`config.mk`:
```
export PLATFORM = sky130hd
export DESIGN_NAME = sdram_ddram_bridge
export DESIGN_NICKNAME = d
export VERILOG_FILES = /design/src/rtl/sdram_bridge_pkg.sv /design/src/rtl/sdram_ddram_bridge_line_cache.sv /design/src/rtl/sdram_ddram_bridge.sv
export SDC_FILE = /design/constraint.sdc
export NUM_CORES = 1
export LEC_CHECK = 0
export ABC_CLOCK_PERIOD_IN_PS = 2300
export BUFFER_PORTS_ARGS = -buffer_cell sky130_fd_sc_hd__buf_2
export CORE_MARGIN = 10
export CORE_UTILIZATION = 30
export DETAILED_ROUTE_END_ITERATION = 10
export PLACE_DENSITY = 0.58
export RECOVER_POWER = 25
export SETUP_SLACK_MARGIN = 0.02
export SLEW_MARGIN = 0
export SYNTH_ARGS = -nofsm -noshare
export SYNTH_HDL_FRONTEND = slang
export SYNTH_SLANG_ARGS = --single-unit
```
`constraint.sdc`:
```
create_clock -name clk1x -period 2.3 [get_ports clk1x]
set_clock_uncertainty 0.2 [all_clocks]
set_input_delay 0.46 -clock clk1x [delete_from_list [all_inputs] [get_ports clk1x]]
set_output_delay 0.46 -clock clk1x [all_outputs]
set_load 0.02 [all_outputs]
```
`src/rtl/sdram_bridge_pkg.sv`:
```
// Shared types and constants for the CPU SDRAM port to MiSTer DDRAM bridge.
package sdram_bridge_pkg;

  typedef enum logic [2:0] {
    IDLE,
    WR_ISSUE,
    WR_ACK,
    RD_ISSUE,
    RD_WAIT,
    RD_ACK
  } bridge_state_t;

  localparam logic [7:0] BE_LO     = 8'h0F;
  localparam logic [7:0] BE_HI     = 8'hF0;
  localparam logic [7:0] BURST_ONE = 8'd1;

endpackage

```
`src/rtl/sdram_ddram_bridge_line_cache.sv`:
```
// Single 64-bit line buffer for the bridge: tag/valid/data, hit compare, half-word write update.
// Instantiated by sdram_ddram_bridge only when SDRAM_LINE_CACHE_EN is defined.
module sdram_line_cache
  import sdram_bridge_pkg::*;
(
  input  logic        clk1x,
  input  logic        reset,
  input  logic [20:0] tag_i,
  input  logic        hi_i,
  output logic        hit_o,
  output logic [31:0] hit_data_o,
  input  logic        fill_i,
  input  logic [20:0] fill_tag_i,
  input  logic [63:0] fill_data_i,
  input  logic        wr_i,
  input  logic [31:0] wr_data_i,
  input  logic        inval_i
);

  logic        valid_q, valid_d;
  logic [20:0] tag_q, tag_d;
  logic [63:0] line_q, line_d;

  assign hit_o      = valid_q && (tag_q == tag_i);
  assign hit_data_o = hi_i ? line_q[63:32] : line_q[31:0];

  always_comb begin
    valid_d = valid_q;
    tag_d   = tag_q;
    line_d  = line_q;
    if (wr_i && hit_o) begin
      if (hi_i) line_d[63:32] = wr_data_i;
      else      line_d[31:0]  = wr_data_i;
    end
    if (fill_i) begin
      valid_d = 1'b1;
      tag_d   = fill_tag_i;
      line_d  = fill_data_i;
    end
    if (inval_i) valid_d = 1'b0;
  end

  always_ff @(posedge clk1x) begin
    if (reset) valid_q <= 1'b0;
    else       valid_q <= valid_d;
  end

  // NOTE: tag and line storage carry no reset; valid_q alone decides whether they mean anything.
  always_ff @(posedge clk1x) begin
    tag_q  <= tag_d;
    line_q <= line_d;
  end

endmodule

```
`src/rtl/sdram_ddram_bridge.sv`:
```
// CPU 32-bit SDRAM-port responder issuing single-beat 64-bit MiSTer DDRAM transactions.
// Optional line buffer: define SDRAM_LINE_CACHE_EN.
module sdram_ddram_bridge
  import sdram_bridge_pkg::*;
#(
  parameter logic [28:0] DDR_BASE   = 29'h0600_0000,
  parameter int          RD_TIMEOUT = 255,
  parameter logic [31:0] ERR_DATA   = 32'hDEAD_BEEF
) (
  input  logic        clk1x,
  input  logic        reset,
  input  logic [21:0] sdram_addr,
  input  logic [31:0] sdram_data_in,
  output logic [31:0] sdram_data_out,
  input  logic        sdram_req,
  input  logic        sdram_write,
  output logic        sdram_ready,
  output logic        sdram_done,
  output logic        sdram_err,
  output logic        DDRAM_CLK,
  input  logic        DDRAM_BUSY,
  output logic [7:0]  DDRAM_BURSTCNT,
  output logic [28:0] DDRAM_ADDR,
  input  logic [63:0] DDRAM_DOUT,
  input  logic        DDRAM_DOUT_READY,
  output logic        DDRAM_RD,
  output logic [63:0] DDRAM_DIN,
  output logic [7:0]  DDRAM_BE,
  output logic        DDRAM_WE
);

  localparam int WD_W = $clog2(RD_TIMEOUT + 1);

  bridge_state_t   state_q, state_d;
  logic            ready_q, ready_d, done_q, done_d, err_q, err_d;
  logic            rd_q, rd_d, we_q, we_d, hi_q, hi_d;
  logic [31:0]     dout_q, dout_d;
  logic [28:0]     ddr_addr_q, ddr_addr_d;
  logic [63:0]     din_q, din_d;
  logic [7:0]      be_q, be_d;
  logic [WD_W-1:0] wd_q, wd_d;
  logic            wd_expired;
  logic            cache_hit;
  logic [31:0]     cache_word;

  assign wd_expired = (state_q == RD_WAIT) && !DDRAM_DOUT_READY && (wd_q == WD_W'(RD_TIMEOUT));

`ifdef SDRAM_LINE_CACHE_EN
  logic [20:0] tag_q;

  always_ff @(posedge clk1x) begin
    if (state_q == IDLE) tag_q <= sdram_addr[21:1];
  end

  sdram_line_cache u_line_cache (
    .clk1x       (clk1x),
    .reset       (reset),
    .tag_i       (sdram_addr[21:1]),
    .hi_i        (sdram_addr[0]),
    .hit_o       (cache_hit),
    .hit_data_o  (cache_word),
    .fill_i      ((state_q == RD_WAIT) && DDRAM_DOUT_READY),
    .fill_tag_i  (tag_q),
    .fill_data_i (DDRAM_DOUT),
    .wr_i        ((state_q == IDLE) && sdram_write),
    .wr_data_i   (sdram_data_in),
    .inval_i     (wd_expired)
  );
`else
  assign cache_hit  = 1'b0;
  assign cache_word = '0;
`endif

  // NOTE: every _d gets its hold value first so no path through the case can infer a latch.
  always_comb begin
    state_d    = state_q;
    ready_d    = ready_q;
    done_d     = done_q;
    err_d      = err_q;
    rd_d       = rd_q;
    we_d       = we_q;
    hi_d       = hi_q;
    dout_d     = dout_q;
    ddr_addr_d = ddr_addr_q;
    din_d      = din_q;
    be_d       = be_q;
    wd_d       = wd_q;

    if ((state_q == IDLE) && (sdram_write || sdram_req)) begin
      hi_d       = sdram_addr[0];
      ddr_addr_d = DDR_BASE + {8'b0, sdram_addr[21:1]};
      din_d      = {sdram_data_in, sdram_data_in};
      be_d       = sdram_addr[0] ? BE_HI : BE_LO;
    end

    unique case (state_q)
      IDLE: begin
        if (sdram_write) begin
          we_d    = 1'b1;
          state_d = WR_ISSUE;
        end else if (sdram_req) begin
          if (cache_hit) begin
            dout_d  = cache_word;
            ready_d = 1'b1;
            state_d = RD_ACK;
          end else begin
            rd_d    = 1'b1;
            state_d = RD_ISSUE;
          end
        end
      end
      WR_ISSUE: if (!DDRAM_BUSY) begin
        we_d    = 1'b0;
        done_d  = 1'b1;
        state_d = WR_ACK;
      end
      WR_ACK: if (!sdram_write) begin
        done_d  = 1'b0;
        state_d = IDLE;
      end
      RD_ISSUE: if (!DDRAM_BUSY) begin
        rd_d    = 1'b0;
        wd_d    = '0;
        state_d = RD_WAIT;
      end
      RD_WAIT: begin
        if (DDRAM_DOUT_READY) begin
          dout_d  = hi_q ? DDRAM_DOUT[63:32] : DDRAM_DOUT[31:0];
          ready_d = 1'b1;
          state_d = RD_ACK;
        end else if (wd_expired) begin
          dout_d  = ERR_DATA;
          ready_d = 1'b1;
          err_d   = 1'b1;
          state_d = RD_ACK;
        end else begin
          wd_d = wd_q + WD_W'(1);
        end
      end
      RD_ACK: if (!sdram_req) begin
        ready_d = 1'b0;
        state_d = IDLE;
      end
      default: state_d = IDLE;
    endcase
  end

  always_ff @(posedge clk1x) begin
    if (reset) begin
      state_q    <= IDLE;
      ready_q    <= 1'b0;
      done_q     <= 1'b0;
      err_q      <= 1'b0;
      rd_q       <= 1'b0;
      we_q       <= 1'b0;
      hi_q       <= 1'b0;
      dout_q     <= '0;
      ddr_addr_q <= '0;
      din_q      <= '0;
      be_q       <= '0;
      wd_q       <= '0;
    end else begin
      state_q    <= state_d;
      ready_q    <= ready_d;
      done_q     <= done_d;
      err_q      <= err_d;
      rd_q       <= rd_d;
      we_q       <= we_d;
      hi_q       <= hi_d;
      dout_q     <= dout_d;
      ddr_addr_q <= ddr_addr_d;
      din_q      <= din_d;
      be_q       <= be_d;
      wd_q       <= wd_d;
    end
  end

  assign sdram_data_out = dout_q;
  assign sdram_ready    = ready_q;
  assign sdram_done     = done_q;
  assign sdram_err      = err_q;
  assign DDRAM_CLK      = clk1x;
  assign DDRAM_BURSTCNT = BURST_ONE;
  assign DDRAM_ADDR     = ddr_addr_q;
  assign DDRAM_RD       = rd_q;
  assign DDRAM_DIN      = din_q;
  assign DDRAM_BE       = be_q;
  assign DDRAM_WE       = we_q;

endmodule

```
==> impl_metrics.yaml, run 1 <==
synthesis:
  syn_area_per_cell_sq_um: 8.430
  ys_async_sr_fraction_pct: 0
  synth_xor_area_share_pct: 0.1896
  yosysSeqAreaShare_pct: 45.07
  synth_seq_cells: 104
  yosys_warnings: 0
  muxShareOfSynthArea_pct: 7.367
  synth_top_family_by_area: "compound AO/OA/AOI/OAI gates"
  synthAdderAreaFrac_pct: 0.2709
  synth_compound_gate_area_share_pct: 19.31
  synth_edf_count: 0
  synth_cell_type_count: 42
  syn_area_sq_mm: 0.004619
  syn_inst: 548
  yosys.area_share.simple_pct: 14.60
  ys.flop_type: "dfxtp_1"
worst_setup_path:
  crit_top_cell: "clkbuf_16"
  critPathKind: "clock port to output pin"
  slowest_delay_ns: 0.15
  cp_data_arrival_time_ns: 1.55
  startpoint_type: "clock port"
  end_kind: "output pin"
  crit_fanout: 2
  slowest_stage: "buf_2"
  required_ns: 1.64
  path_cells: "clkbuf_16 -> clkbuf_16 -> buf_2"
sta:
  maxSlewViolCount: 0
  hold_violations: 0
  worstMarginPinSlew_ns: 0.6027
  slew_headroom_pct: 59.72
  setup-tns-final_ns: 0
  rsz0062_at_grt: "no"
  setup_viol: 0
global_route:
  gr-total-overflow: 0
  grt_pass1_vias: 4267
  grt_pass1_wl_um: 22140
  track_usage_pct: 13.12
  grt_max_degree: 55
  antenna_found_initial: 2
cells_and_area:
  final_common_cell: "buf_2"
  fin_nets: 888
  drive_gt1_share_pct: 33.90
  final_core_util_pct: 40.63
  area_growth_pct: 33.21
  layout.cells.non_filler: 956
  final_cell_mix: "buf_2, nand2_1, dfxtp_1"
detailed_routing:
  drcViolationCount: 0
  drt_wl_total_um: 14480
  dr.first_iter.drc_count: 148
  vias_per_cell: 4.542
  ant_nets: 0
  vias: 4342
  routedWlPerCell_um: 15.15
  first_pass_iters: 4
power_and_ir_drop:
  switching_share_pct: 36.41
  power_frac_comb_pct: 33.0
  p_seq_share_pct: 36.9
  clkPwrFrac_pct: 30.0
  p_per_area_mw_per_mm2: 950.8
  internal-power_mw: 3.720
  p_leak_nw: 2.771
  ir_drop_v: 0.0005765
  p_sw_mw: 2.130
clock_network:
  cts_tree: "built"
  cts.reportedPaths.clkPinSlew_ns: 0.08
  clkLatencyLatePin_ns: 0.45
die:
  die_area_sq_mm: 0.02076
  die_h_um: 144.1
  num_rows: 45
  io-pin-count: 271
  start_util_pct: 30.50
  core_area_sq_mm: 0.01515
  die_width_um: 144.1
outcome:
  outcome: "finished, final reports clean"
worst_hold_path:
  hold_class: "input port to register"
placed_design:
  port_buffers: 256
  place_hpwl_um: 11220
  dp_cells: 936
  gp_congestion: 0.7181
job:
  maxCapViolations: 0
[flip-flops by register name, summed over array words and instances, names as in the netlist, 2 cells and up]
signal	cells
DDRAM_DIN	32
sdram_data_out	32
DDRAM_ADDR	22
wd_q	8
state_q	3
DDRAM_BE	2
[final timing paths]
path	cells after the start	endpoint	slack, ns	start
max	3	DDRAM_CLK	0.09	clk1x
min	3	DDRAM_ADDR[8]	0.03	sdram_addr[9]
max reg2reg	5	wd_q[1]	0.24	state_q[0]
min reg2reg	2	DDRAM_ADDR[4]	0.26	DDRAM_ADDR[4]
[final cells by class]
type,count,area (sq um)
Tap cell,188,235.2
Sequential cell,104,2083
Clock inverter,6,51.30
Fill cell,1592,8992
Inverter,5,18.77
Clock buffer,13,305.3
Multi-Input combinational cell,358,1986
Timing Repair Buffer,281,1471
Antenna cell,1,2.502
[worst max-delay path: cells and delay by family]
kind,cells,cell delay (ns)
buffers and inverters,3,0.40
[power groups by stage]
stage                     registers, mW  clock network, mW  logic, mW
after floorplan                    2.44             0.0508       1.13
after global placement             2.19             0.0406       1.99
after detailed placement           2.20             0.0406       1.99
after CTS                          2.16               1.82       1.99
after global routing               2.20               1.89       2.13
final                              2.16               1.76       1.93
[stage by stage]
stage          power (mW)  setup WS (ns)  hold WS, ns  cell area [sq um]
3_3_place_gp        4.225         0.1700       0.2402               5852
4_1_cts             5.979        0.08973      0.01078               6213
5_1_grt             6.219        0.06552      0.01419               6151
2_1_floorplan       3.629         0.3560       0.2522               4664
6_report            5.850        0.09372      0.03243               6153
3_5_place_dp        4.229         0.1350       0.2435               5852
[layer usage]
metal,track usage [%],wire [um],up-vias
li1,-,-,2212
met1,15.47,6143,1928
met2,20.36,6457,185
met3,6.396,1711,15
met4,4.406,157,2
met5,0,13,-
[logic make-up (layout without fill, tap and decap cells)]
family	after synthesis	count (layout)
buffers and inverters	98	305
adder cells (fa/ha/maj)	1	1
AND/OR/NAND/NOR	156	156
other	2	15
AO/OA/AOI/OAI	153	153
flip-flops	104	104
XOR/XNOR	1	1
multiplexers	33	33
[cells in the mapped netlist (2+ instances only)]
library cell	count	area [sq um]
inv_1	5	18.77
buf_2	13	65.06
nand3_1	2	10.01
conb_1	2	7.510
or4_1	2	15.01
a21oi_1	97	485.5
buf_4	56	420.4
or3_1	4	25.02
nand2_1	121	454.2
o31ai_1	3	22.52
o21ai_0	12	60.06
o21a_1	29	217.7
nor2b_1	3	18.77
nand4_1	3	18.77
nor2_2	2	12.51
mux2i_1	25	250.2
mux2_2	8	90.09
clkbuf_1	23	86.33
nor2_1	12	45.04
dfxtp_1	104	2082
[what timing repair did]
item / CTS / global route
hold endpoints to repair: 1 / 0
endpoints found under the setup margin: 0 / 25
gates resized for setup: 0 / 1
buffers inserted: 0 / 0
hold buffers: 1 / 0
Note: power is estimated with default switching activity, not from simulation.
==> run 2, diff against run 1 <==
--- a/config.mk
+++ b/config.mk
@@ -5,12 +5,13 @@
 export SDC_FILE = /design/constraint.sdc
 export NUM_CORES = 1
 export LEC_CHECK = 0
+export ABC_AREA = 1
 export ABC_CLOCK_PERIOD_IN_PS = 2300
 export BUFFER_PORTS_ARGS = -buffer_cell sky130_fd_sc_hd__buf_2
 export CORE_MARGIN = 10
 export CORE_UTILIZATION = 30
 export DETAILED_ROUTE_END_ITERATION = 10
-export PLACE_DENSITY = 0.58
+export PLACE_DENSITY = 0.57
 export RECOVER_POWER = 25
 export SETUP_SLACK_MARGIN = 0.02
 export SLEW_MARGIN = 0
==> impl_metrics.yaml, run 2 <==
outcome:
  outcome: "finished, final reports clean"
die:
  die_area_sq_mm: 0.02198
  start_util_pct: 30.84
  core_area_sq_mm: 0.01600
  die_h_um: 148.3
  die_width_um: 148.3
  io-pin-count: 271
  num_rows: 46
synthesis:
  synth_top_area_share_pct: 42.19
  synth_most_common_cell: "nand2_1"
  synth_cell_type_count: 31
  yosysTopAreaCell: "dfxtp_1"
  yosysSeqAreaShare_pct: 42.19
  syn_inst: 701
  syn_area_sq_mm: 0.004935
  yosys_warnings: 0
  ys_async_sr_fraction_pct: 0
  ys_top_cells_by_count: "nand2_1, dfxtp_1, a21oi_1"
  synth_seq_cells: 104
  synth_edf_count: 0
  synth.top_cells.by_area: "dfxtp_1, nand2_1, buf_4, a21oi_1, nor2_1"
  syn_area_per_cell_sq_um: 7.040
  ys.flop_type: "dfxtp_1"
worst_hold_path:
  hold_class: "input port to register"
  whs_endpoint: "DDRAM_DIN[40]"
  min_path_cells: 3
  hold_start: "sdram_data_in[8]"
worst_setup_path:
  critPathKind: "clock port to output pin"
  timing.critical_path.buf_inv: 3
  worstRegToRegCells: 9
  required_ns: 1.64
  crit_top_cell: "clkbuf_16"
  reg2reg_slack_ns: 0.28
  startpoint_type: "clock port"
  r2r_start: "wd_q[0]"
  worstReg2RegEnd: "sdram_data_out[28]"
  slowest_stage: "buf_2"
  crit_fanout: 2
  end_kind: "output pin"
  crit_family: "buffers and inverters"
  path_cells: "clkbuf_16 -> clkbuf_16 -> buf_2"
  cp_data_arrival_time_ns: 1.54
  slowest_delay_ns: 0.15
placed_design:
  place_hpwl_um: 12200
  port_buffers: 256
  gp_congestion: 0.8135
detailed_routing:
  dr.first_iter.drc_count: 209
  ant_nets: 0
  vias: 4874
  routedWlPerCell_um: 14.38
  drt_wl_total_um: 16080
  first_pass_iters: 4
  vias_per_cell: 4.360
  drcViolationCount: 0
power_and_ir_drop:
  ir_drop_v: 0.0007578
  p_leak_nw: 2.926
  p_per_area_mw_per_mm2: 1207
global_route:
  antenna_found_initial: 0
  grt_pass1_wl_um: 25230
  gr-total-overflow: 0
  grt_max_degree: 57
  track_usage_pct: 14.06
  grt_pass1_vias: 4774
clock_network:
  cts.reportedPaths.clkPinSlew_ns: 0.08
  cts_hold_buffers: 0
  clkLatencyLatePin_ns: 0.45
  cts_setup_buffers: 0
  cts_resized: 0
  cts_tree: "built"
job:
  maxCapViolations: 0
cells_and_area:
  drive_gt1_share_pct: 27.94
  final_common_cell: "nand2_1"
  n_antenna_cell: 0
  final_cell_mix: "nand2_1, buf_2, dfxtp_1"
  area_growth_pct: 27.76
  fin_nets: 1023
sta:
  hold_violations: 0
  maxSlewViolCount: 0
  worstMarginPinSlew_ns: 0.5912
  slew_headroom_pct: 60.58
  holdWs_ns: 0.04007
  setup-tns-final_ns: 0
  setup_viol: 0
  rsz0062_at_grt: "no"
==> run 2: cell type report <==
class | count | area (sq um)
Timing Repair Buffer | 264 | 1286
Clock buffer | 13 | 305.3
Tap cell | 216 | 270.3
Sequential cell | 104 | 2082
Multi-Input combinational cell | 492 | 2172
Fill cell | 1797 | 9696
Inverter | 23 | 96.34
Clock inverter | 6 | 92.59
==> run 2: how the worst max path moves through the flow <==
| stage | from | endpoint | slack (ns) | depth (start not counted) |
|---|---|---|---|---|
| final | clk1x | DDRAM_CLK | 0.1 | 3 |
| after global placement | sdram_req | DDRAM_DIN[41] | 0.22 | 7 |
| after global routing | wd_q[0] | sdram_data_out[19] | 0.08 | 9 |
| after floorplan | clk1x | DDRAM_CLK | 0.36 | 1 |
| after detailed placement | state_q[0] | DDRAM_DIN[54] | 0.16 | 7 |
| after CTS | clk1x | DDRAM_CLK | 0.09 | 3 |
==> run 2: report_power, final <==
part | internal (mW) | switching [mW] | leakage (nW)
combinational | 0.954 | 2.22 | 1.89
sequential | 2.18 | 0.297 | 0.850
clock | 1.19 | 0.767 | 0.189
total | 4.33 | 3.29 | 2.93
==> run 2: worst register-to-register path: stages, from the launching register on <==
cell	delay [ns]
dfxtp_1	0.35
ha_1	0.23
inv_1	0.12
nor2_4	0.07
nand2_2	0.11
nor2_8	0.07
nor2_8	0.37
inv_6	0.19
nor2_1	0.14
nor2_1	0.06
==> run 2: cells by family (layout without fill, tap and decap cells) <==
kind of cell	after synthesis	after routing	share of synthesized area, %
AND/OR/NAND/NOR	372	372	31.69
other	2	14	0.1522
AO/OA/AOI/OAI	103	103	10.70
adder cells (fa/ha/maj)	1	1	0.2535
buffers and inverters	117	306	14.66
flip-flops	104	104	42.19
XOR/XNOR	2	2	0.3550
==> run 2: metrics by stage <==
step	instances	setup WS, ns	util (%)	power, mW	cell area (sq um)
finish	1118	0.09628	39.40	7.612	6305
CTS	1118	0.09158	39.84	7.799	6375
global placement	1100	0.2246	37.39	5.828	5982
floorplan	713	0.3560	-	5.101	4980
detailed placement	1100	0.1623	37.39	5.852	5982
global route	1118	0.08331	39.40	8.187	6305
==> run 2: layer usage <==
layer / GRT usage [%] / up-vias / wire length [um]
met5: 0 / - / 0
met4: 5.203 / 0 / 304
met3: 4.824 / 17 / 1131
met2: 23.81 / 152 / 8007
met1: 16.02 / 2168 / 6633
li1: - / 2537 / -
==> run 3, diff against run 2 <==
--- a/config.mk
+++ b/config.mk
@@ -7,12 +7,11 @@
 export LEC_CHECK = 0
 export ABC_AREA = 1
 export ABC_CLOCK_PERIOD_IN_PS = 2300
-export BUFFER_PORTS_ARGS = -buffer_cell sky130_fd_sc_hd__buf_2
 export CORE_MARGIN = 10
 export CORE_UTILIZATION = 30
 export DETAILED_ROUTE_END_ITERATION = 10
-export PLACE_DENSITY = 0.57
-export RECOVER_POWER = 25
+export DONT_BUFFER_PORTS = 1
+export PLACE_DENSITY = 0.43
 export SETUP_SLACK_MARGIN = 0.02
 export SLEW_MARGIN = 0
 export SYNTH_ARGS = -nofsm -noshare
==> impl_metrics.yaml, run 3 (same netlist as run 2, synthesis figures left out) <==
worst_setup_path:
  reg2reg_slack_ns: 0.26
  startpoint_type: "register"
  critPathKind: "register to register"
  worstReg2RegEnd: "sdram_done"
  r2r_start: "state_q[2]"
  crit_fanout: 8
  cp_data_arrival_time_ns: 2.14
  required_ns: 2.39
  end_kind: "register"
  worstRegToRegCells: 6
global_route:
  grt_pass1_vias: 4082
  track_usage_pct: 12.85
  antenna_found_initial: 0
  grt_pass1_wl_um: 22650
  grt_max_degree: 78
  gr-total-overflow: 0
worst_hold_path:
  min_path_cells: 2
  hold_class: "input port to register"
  whs_endpoint: "DDRAM_DIN[46]"
  hold_start: "sdram_data_in[14]"
sta:
  setup-tns-final_ns: 0
  rsz0062_at_grt: "no"
  slew_headroom_pct: 63.20
  holdWs_ns: 0.03878
  worstMarginPinSlew_ns: 0.5519
  post-route-min-period_ns: 2.044
  hold_violations: 0
  setup_viol: 0
  timing.fmax_mhz: 489.2
  period_share_pct: 88.88
  maxSlewViolCount: 0
clock_network:
  cts_buffers: 9
  clkLatencyLatePin_ns: 0.35
  root_buffer: "clkbuf_16"
  numClockSinks: 104
  cts.reportedPaths.clkPinSlew_ns: 0.07
  htreeDepth: 3
  cts_tree: "built"
  clock_path_buffers: 2
  cts_setup_buffers: 0
placed_design:
  place_hpwl_um: 10900
  port_buffers: 0
  gp_congestion: 0.7953
cells_and_area:
  drive_gt1_share_pct: 7.907
  final_core_util_pct: 31.34
  n_antenna_cell: 0
  final_cell_mix: "nand2_1, dfxtp_1, a21oi_1"
  final-seq-area_sq_mm: 0.002083
  area_growth_pct: 1.623
  final_common_cell: "nand2_1"
  multi_input_area_sq_mm: 0.002175
  n_fill_cell: 1766
  fin_nets: 765
detailed_routing:
  dr.first_iter.drc_count: 193
  vias: 4009
  first_pass_iters: 4
  drt_wl_total_um: 14680
  drcViolationCount: 0
  ant_nets: 0
  routedWlPerCell_um: 17.05
  vias_per_cell: 4.656
job:
  maxCapViolations: 0
die:
  io-pin-count: 271
  die_width_um: 148.3
  core_area_sq_mm: 0.01600
  num_rows: 46
  die_h_um: 148.3
  start_util_pct: 30.84
  die_area_sq_mm: 0.02198
power_and_ir_drop:
  power_mw: 6.668
  ir_drop_v: 0.0006066
  p_leak_nw: 1.934
  p_per_area_mw_per_mm2: 1330
outcome:
  outcome: "finished, final reports clean"
run 3: worst max-delay path by stage:
stage / startpoint / end / slack [ns] / cells after the start
2_1_floorplan: clk1x / DDRAM_CLK / 0.36 / 1
3_3_place_gp: state_q[0] / DDRAM_DIN[54] / 0.26 / 7
3_5_place_dp: state_q[0] / DDRAM_DIN[57] / 0.19 / 7
4_1_cts: state_q[0] / DDRAM_DIN[57] / 0.18 / 7
5_1_grt: state_q[2] / sdram_done / 0.04 / 8
6_report: state_q[2] / sdram_done / 0.26 / 6
run 3: through the flow:
stage	instances	setup WS [ns]	area, sq um
4_1_cts	861	0.1828	5012
2_1_floorplan	713	0.3560	4980
5_1_grt	861	0.03968	5015
6_report	861	0.2558	5015
3_3_place_gp	843	0.2613	4695
3_5_place_dp	843	0.1870	4695
run 3: routing by layer:
layer	up-vias	GRT usage, %	part of all wire, %
met5	-	0	0
met4	0	5.600	2.2
met3	19	5.765	9.3
met2	161	22.04	50
met1	1806	13.30	38
li1	2023	-	-
run 3: worst max-delay path, cell delays in order (launching register included):
cell and delay [ns]:
dfxtp_1 0.31, buf_4 0.16, nor2_1 0.21, nand2_1 0.12, or2_2 0.30, a21oi_1 0.14, dlygate4sd3_1 0.55
run 3: final cells by class:
class,count,area share [%]
timing repair buffer,10,2.196
sequential,104,41.54
inverter,23,1.921
multi-input combinational,492,43.36
clock inverter,6,1.023
tap,216,5.389
clock buffer,10,4.566
run 3: where the power goes:
part	total, mW	leakage [nW]	internal, mW	switching, mW
Clock	1.49	0.128	0.751	0.737
Sequential	3.14	0.850	2.18	0.953
Combinational	2.04	0.957	0.623	1.42
run 3: what timing repair did:
item | 4_1_cts | 5_1_grt
hold endpoints to repair | 78 | 0
resized for setup | 0 | 2
hold buffers | 2 | 0
endpoints found under the setup margin | 0 | 5
